## config.mk

```make
export PLATFORM = sky130hd
export DESIGN_NAME = fsb_arbiter
export DESIGN_NICKNAME = d
export VERILOG_FILES = /design/src/rtl/fsb_pkg.sv /design/src/rtl/fsb_region_decode.sv /design/src/rtl/fsb_arbiter.sv
export SDC_FILE = /design/constraint.sdc
export NUM_CORES = 1
export LEC_CHECK = 0
export ABC_AREA = 1
export BUFFER_PORTS_ARGS = -buffer_cell sky130_fd_sc_hd__buf_2
export CAP_MARGIN = 40
export CORE_MARGIN = 5
export CORE_UTILIZATION = 30
export CTS_BUF_LIST = sky130_fd_sc_hd__clkbuf_2
export DETAILED_ROUTE_END_ITERATION = 7
export GPL_ROUTABILITY_DRIVEN = 0
export MAX_ROUTING_LAYER = met4
export PLACE_DENSITY = 0.79
export SLEW_MARGIN = 10
export SYNTH_ARGS = -nofsm -noshare
export SYNTH_HDL_FRONTEND = slang
export SYNTH_SLANG_ARGS = --single-unit
export TNS_END_PERCENT = 5
```

## constraint.sdc

```tcl
create_clock -name iClock -period 1.36 [get_ports iClock]
set_input_delay 0.204 -clock iClock [delete_from_list [all_inputs] [get_ports iClock]]
set_output_delay 0.204 -clock iClock [all_outputs]
set_load 0.03 [all_outputs]
```

## src/rtl/fsb_pkg.sv

```systemverilog
// Shared definitions for the epRISC front-side-bus arbiter: FSM states,
// address-region boundaries and master indices.
package fsb_pkg;

   typedef enum logic [1:0] {
      IDLE = 2'd0,
      OWN0 = 2'd1,
      OWN1 = 2'd2,
      TURN = 2'd3
   } fsbState_t;

   // Lower bound of each region; every region ends where the next begins.
   localparam logic [31:0] RAM_BASE      = 32'h0000_1000;
   localparam logic [31:0] BUS_CTRL_BASE = 32'h0000_2000;
   localparam logic [31:0] SDRAM_BASE    = 32'h0000_3000;
   localparam logic [31:0] EXTRA_BASE    = 32'h0080_0000;

   localparam int MASTER_CORE = 0;
   localparam int MASTER_DMA  = 1;

endpackage

```

## src/rtl/fsb_region_decode.sv

```systemverilog
// Combinational FSB address decode into one-hot slave selects.
// All selects are low while no access is in progress.
module fsb_region_decode
   import fsb_pkg::*;
(
   input  logic [31:0] iAddress,
   input  logic        iAccess,
   output logic        oEnableROM,
   output logic        oEnableRAM,
   output logic        oEnableBusControl,
   output logic        oEnableSDRAM,
   output logic        oDisableExtra
);

   // Priority compare on ascending bounds yields exactly one select per access.
   always_comb begin
      oEnableROM        = 1'b0;
      oEnableRAM        = 1'b0;
      oEnableBusControl = 1'b0;
      oEnableSDRAM      = 1'b0;
      oDisableExtra     = 1'b0;
      if (iAccess) begin
         if (iAddress < RAM_BASE)           oEnableROM        = 1'b1;
         else if (iAddress < BUS_CTRL_BASE) oEnableRAM        = 1'b1;
         else if (iAddress < SDRAM_BASE)    oEnableBusControl = 1'b1;
         else if (iAddress < EXTRA_BASE)    oEnableSDRAM      = 1'b1;
         else                               oDisableExtra     = 1'b1;
      end
   end

endmodule

```

## src/rtl/fsb_arbiter.sv

```systemverilog
// Round-robin two-master FSB arbiter with a one-cycle turnaround between
// owners, address/control mux, region selects and per-master ready.
// Optional stall watchdog enabled by defining FSB_TIMEOUT_EN.
module fsb_arbiter
   import fsb_pkg::*;
#(
   parameter int unsigned pTimeout = 255
) (
   input  logic        iClock,
   input  logic        iReset,
   input  logic [1:0]  iRequest,
   input  logic        iAccess0,
   input  logic        iAccess1,
   input  logic [31:0] iAddress0,
   input  logic [31:0] iAddress1,
   input  logic        iWrite0,
   input  logic        iWrite1,
   input  logic        iReady,
   output logic [1:0]  oGrant,
   output logic [31:0] oAddress,
   output logic        oWrite,
   output logic        oAccess,
   output logic [1:0]  oReady,
   output logic        oEnableROM,
   output logic        oEnableRAM,
   output logic        oEnableBusControl,
   output logic        oEnableSDRAM,
   output logic        oDisableExtra,
   output logic        oTimeout
);

   fsbState_t  rState, wNextState;
   logic       rLast, wNextLast;
   logic [1:0] rGrant, wNextGrant;

   // State, round-robin history and grant register.
   always_ff @(posedge iClock) begin
      if (iReset) begin
         rState <= IDLE;
         rLast  <= 1'b1;
         rGrant <= 2'b00;
      end else begin
         rState <= wNextState;
         rLast  <= wNextLast;
         rGrant <= wNextGrant;
      end
   end

   // Next-state arbitration; TURN re-arbitrates in the same edge it leaves.
   always_comb begin
      wNextState = rState;
      wNextLast  = rLast;
      wNextGrant = 2'b00;
      case (rState)
         IDLE, TURN: begin
            wNextState = IDLE;
            if (iRequest[MASTER_CORE] && iRequest[MASTER_DMA])
               wNextState = rLast ? OWN0 : OWN1;
            else if (iRequest[MASTER_CORE])
               wNextState = OWN0;
            else if (iRequest[MASTER_DMA])
               wNextState = OWN1;
         end
         OWN0: begin
            if (!iRequest[MASTER_CORE]) begin
               wNextState = TURN;
               wNextLast  = 1'b0;
            end
         end
         OWN1: begin
            if (!iRequest[MASTER_DMA]) begin
               wNextState = TURN;
               wNextLast  = 1'b1;
            end
         end
         default: wNextState = IDLE;
      endcase
      if (wNextState == OWN0) wNextGrant[MASTER_CORE] = 1'b1;
      if (wNextState == OWN1) wNextGrant[MASTER_DMA]  = 1'b1;
   end

   assign oGrant = rGrant;

   // Bus mux follows the registered grant; idle bus reads as all zeros.
   always_comb begin
      oAddress = 32'h0;
      oWrite   = 1'b0;
      oAccess  = 1'b0;
      if (rGrant[MASTER_CORE]) begin
         oAddress = iAddress0;
         oWrite   = iWrite0;
         oAccess  = iAccess0;
      end else if (rGrant[MASTER_DMA]) begin
         oAddress = iAddress1;
         oWrite   = iWrite1;
         oAccess  = iAccess1;
      end
   end

   assign oReady = rGrant & {2{iReady | oTimeout}};

   fsb_region_decode uDecode (
      .iAddress          (oAddress),
      .iAccess           (oAccess),
      .oEnableROM        (oEnableROM),
      .oEnableRAM        (oEnableRAM),
      .oEnableBusControl (oEnableBusControl),
      .oEnableSDRAM      (oEnableSDRAM),
      .oDisableExtra     (oDisableExtra)
   );

`ifdef FSB_TIMEOUT_EN
   localparam logic [15:0] TIMEOUT_LAST = 16'(pTimeout - 1);

   logic [15:0] rStallCount;
   logic [1:0]  rGrantPrev;
   logic        wStall;

   assign wStall   = oAccess & ~iReady;
   assign oTimeout = wStall & (rStallCount == TIMEOUT_LAST);

   // Stall counter: clears on ready, owner change or abort; saturates at max.
   always_ff @(posedge iClock) begin
      if (iReset) begin
         rStallCount <= 16'h0;
         rGrantPrev  <= 2'b00;
      end else begin
         rGrantPrev <= rGrant;
         if (iReady || (rGrant != rGrantPrev) || oTimeout)
            rStallCount <= 16'h0;
         else if (wStall && (rStallCount != 16'hFFFF))
            rStallCount <= rStallCount + 16'h1;
      end
   end
`else
   assign oTimeout = 1'b0;
`endif

endmodule

```

# Yosys cells after proc, flatten, opt, wreduce, memory -nomap -nowiden
# Cells that the tools add are included.
# classes
n_bitwise,1
magnitude_cmp,4
reduce_logical,5
eq_ne,7
n_mux,37
# op_table
op,n
$lt 32x14->1 const B,2
$mux 32,2
$lt 32x13->1 const B,1
$lt 32x24->1 const B,1
$mux 1,27
$mux 2,6
$eq 2x2->1 const B,3
$pmux 2 s3,1
$eq 2x1->1 const B,2
$ne 2x2->1 const B,2
$reduce_and 3->1,1
$and 2x2->2,1
$logic_not 2->1,1
$pmux 1 s2,1
$reduce_bool 2->1,1
$reduce_or 2->1,1
$logic_and 1x1->1,1
# totals
elab_cells,57
output_inout_bits,44
reg_bits,5
input_bits,73

# Logic depth before layout (Yosys ltp)
# logic_depth
ltp_word,8
depth_mapped,12
depth_no_buf,10

# Modules after synthesis
# Synthesis repeated with hierarchy kept, for this count alone.
# unflattened
hier_cells,202
hier_area_um2,974.7
# by_module_without_submodules
module,area_per_inst_um2,n_inst,cells_each,seq_area_each_um2
fsb_arbiter,837.1,1,168,100.1
fsb_region_decode,137.6,1,34,0.0

# Worst setup path before layout
# Ideal clock, no wire load.
# synth_path
path_type,register to output
startpoint,"register rGrant[0], in the netlist oGrant[0]"
endpoint,output oEnableRAM
arrival_time_ns,1.972
n_path_buf,2
setup_slack_ns,-0.816
path_stages_with_launch,11
t_required_ns,1.156
path_cell_list,dfxtp_1 buf_6 inv_6 buf_6 nand3_1 nand2_1 nor2_1 nand2_1 nor2_2 nand4_1 nor2_1
# synth_between
elab_chain_len,5
elab_cells_between_ends,7
cone_classes,2 x order compare; 5 x mux
# synth_rtl
item,line_no,rtl
start: declaration,fsb_arbiter.sv:34,"logic [1:0] rGrant, wNextGrant;"
start signal: assignment,fsb_arbiter.sv:45,rGrant <= wNextGrant;
$mux 32 *,fsb_arbiter.sv:89,if (rGrant[MASTER_CORE]) begin
named net oAddress[19],fsb_arbiter.sv:20,"output logic [31:0] oAddress,"
$lt 32x14->1,fsb_region_decode.sv:24,else if (iAddress < BUS_CTRL_BASE) oEnableRAM = 1'b1;
$mux 1,fsb_region_decode.sv:24,
$mux 1 *,fsb_region_decode.sv:23,if (iAddress < RAM_BASE) oEnableROM = 1'b1;
$mux 1 *,fsb_region_decode.sv:22,if (iAccess) begin
end: declaration,fsb_arbiter.sv:25,"output logic oEnableRAM,"
# Mark *: on every way through the listed nets, which the timed path passes. The rest lies on a longest branch.

# Worst setup path in the final report
# layout_path
startpoint,"register rGrant[0], in the netlist oGrant[0]"
endpoint,output oEnableROM
# layout_between
elab_chain_len,4
elab_cells_between_ends,5
cone_classes,1 x order compare; 4 x mux
# layout_rtl
item,line_no,rtl
$mux 32,fsb_arbiter.sv:89,
$lt 32x13->1,fsb_region_decode.sv:23,
$mux 1,fsb_region_decode.sv:23,
$mux 1 *,fsb_region_decode.sv:22,
end: declaration,fsb_arbiter.sv:24,"output logic oEnableROM,"
# Every way passes the cells marked *; elsewhere a longest branch is shown, timed or not.

==> flow_summary.toml <==
[power_and_ir_drop]
p_leak_nw = 1.240
power_density_nw_per_um2 = 2511
seq_power_share_pct = 6.9
power_mw = 5.700
switching_share_pct = 56.34
p_sw_mw = 3.211
pwr-share-clk_pct = 2.6
combPwrFrac_pct = 90.5
p_int_mw = 2.489
ir_worst_vdd_mv = 1.371

[setup_path]
crit_top_cell = "buf_6"
r2r_setup_slack_ns = 0.12
required_ns = 1.16
cp_max_fo = 8
start_kind = "flip-flop"
critPathArrivalTime_ns = 1.92
crit_chain = "inv_8 -> nand3_2 -> nand2_2 -> nor2_1 -> nand2_1 -> nor2_2 -> nand4_1 -> buf_6 -> nor2_4 -> buf_6"
crit_slowest_cell = "dfxtp_4"
path_class = "reg2out"
rr_worst_depth = 7
reg2reg_from = "rState[0]"
r2r_end = "oGrant[1]"
max_stage_delay_ns = 0.50
end_kind = "primary output"

[sta]
setup_viol_count_final = 39
max_freq_ghz = 0.4712
drv_slew = 0
worst_slack_ns = -0.7622
clock_skew_ns = 0.006579
finalHoldViolCount = 0
final.setup.tns_ns = -10.80
fin_crit_sh_pct = 156.0
rsz0062_at_grt = "true"
fin_crit_ns = 2.122

[placed_design]
numPortBuffers = 115
dpl.hpwl_mm = 3.656
place_inst = 315
dpl-instance-area_sq_um = 1778

[clock_network]
path_clk_slew_ns = 0.06
htreeDepth = 1
root_buffer = "clkbuf_2"
tritoncts = "built"
cts_buffers = 3
clock_sinks = 5
insertion_delay_ns = 0.23
clockBufferDepth = 2

[routing]
first_iter_violations = 126
wl_mm = 6.571
wire_per_inst_microns = 20.16
dr.pass1.iters = 6
drc = 0
dr_total_vias = 1789
vias_per_cell = 5.488
final_antenna_net_count = 0

[finish]
layout_common_cells = "buf_2 (75), buf_6 (45), nand2_1 (20)"
synthToLayoutAreaGrowth_pct = 146.5
drive_gt1_share_pct = 74.40
finalNetCount = 369
final_cells = 326
antenna_cells = 0
fillers = 195
final_core_util_pct = 75.58
mostFrequentLayoutCell = "buf_2"
fin_area_sq_um = 2270

[global_routing]
grt_max_degree = 14
grt_pass1_vias = 1680
antenna_found_initial = 0
grt_pass1_wl_mm = 7.769
grtUsageTotal_pct = 23.76
gr-total-overflow = 0

[synthesis]
avgSynthCellArea_sq_um = 5.903
yosys.area.top_type_share_pct = 18.34
seq_area_frac_synth_pct = 10.87
ys_seq_elements = 5
ys_top_cells_by_area = "nand2_1 (18%), a22o_1 (13%), dfxtp_1 (11%)"
synth_area_leader_cell = "nand2_1"
netlist_area_sq_um = 920.9
syn_nets = 231
ys_types = 24
yosys_warnings = 0
netlist_instances = 156

[status]
violations = "negative setup slack"
outcome = "finished, violations left"

[die]
die_x_microns = 65.41
die_h_microns = 65.41
initial_core_util_pct = 30.67
fp-row-count = 20
ioPinCount = 117
fp.coreArea_sq_um = 3003
dieArea_sq_um = 4278

[hold_path]
hold_path_depth = 2
whs_endpoint = "oGrant[1]"
hp-class = "in2reg"
hold_start = "iReset"

[flow_run]
drv_cap = 0
[worst max-delay path by stage]
| stage | startpoint | to | slack [ns] | cells after the start |
|---|---|---|---|---|
| after floorplan | oGrant[1] | oEnableRAM | -0.46 | 11 |
| after global placement | oGrant[0] | oEnableRAM | -0.43 | 9 |
| after detailed placement | oGrant[0] | oEnableRAM | -0.45 | 9 |
| after CTS | oGrant[0] | oEnableRAM | -0.60 | 10 |
| after global routing | oGrant[0] | oEnableROM | -0.83 | 10 |
| final | oGrant[0] | oEnableROM | -0.76 | 10 |
[power groups by stage]
stage,sequential (mW),clock [mW],combinational (mW)
after floorplan,0.321,0,2.73
after global placement,0.346,0,3.72
after detailed placement,0.346,0,3.77
after CTS,0.377,0.151,4.57
after global routing,0.404,0.161,5.39
final,0.392,0.148,5.16
[cell type report]
class | count | area [sq um] | area share [%]
tap | 33 | 41.29 | 1.819
inverter | 17 | 73.82 | 3.252
timing repair inverter | 1 | 8.758 | 0.3859
sequential | 5 | 107.6 | 4.741
multi-input combinational | 124 | 925.9 | 40.79
clock buffer | 4 | 20.02 | 0.8820
timing repair buffer | 142 | 1092 | 48.13
[sequential cells by signal, summed over array words and instances, names as in the netlist]
signal	cells
oGrant	2
rLast	1
rState	2
[per-layer routing]
layer  vias to the layer above  wire, microns  global-route usage (%)
met5                         -              0                       -
met3                        47            689                   3.761
met1                       796           2184                   24.33
met2                       162           3259                   44.75
met4                         0            437                   9.585
li1                        784              -                       -
[critical path: cells and delay by family (launching register included)]
family / cells / cell delay [ns]
buf+inv: 3 / 0.38
flops: 1 / 0.50
simple gates: 7 / 0.80
[cells in the mapped netlist]
master    count
nor2_2        2
a21oi_1       3
inv_1        15
nand2_2       8
buf_6         4
conb_1        1
buf_4         3
ha_1          2
dfxtp_1       5
nand4_1       1
nor2_1       18
and2_1        1
inv_6         1
nand3_1      12
a22o_1       14
buf_2         3
o21bai_1      1
nand3_2       6
nor2_4        1
inv_2         1
nand2_1      45
o21ai_0       5
a21boi_1      3
nor3_1        1
[metrics by stage]
step	worst slack (ns)	hold WS [ns]
after global routing	-0.8334	0.1766
final	-0.7622	0.1797
after detailed placement	-0.4509	0.4143
after floorplan	-0.4621	0.2659
after global placement	-0.4300	0.4125
after CTS	-0.5957	0.1742
[repair_timing]
action | CTS | global route
resized for setup | 93 | 38
pin swaps | 15 | 18
gates cloned | 2 | 0
buffers inserted | 3 | 2
hold buffers | 0 | 0
endpoints found under the setup margin | 34 | 42
[kinds of logic after synthesis]
kind of cell / Yosys count / synth area share (%)
simple gates: 95 / 48.64
compound gates: 26 / 20.92
flops: 5 / 10.87
buf+inv: 27 / 16.44
other cells: 1 / 0.4072
fa+ha+maj: 2 / 2.717
Power figures use the tool's default switching activity.
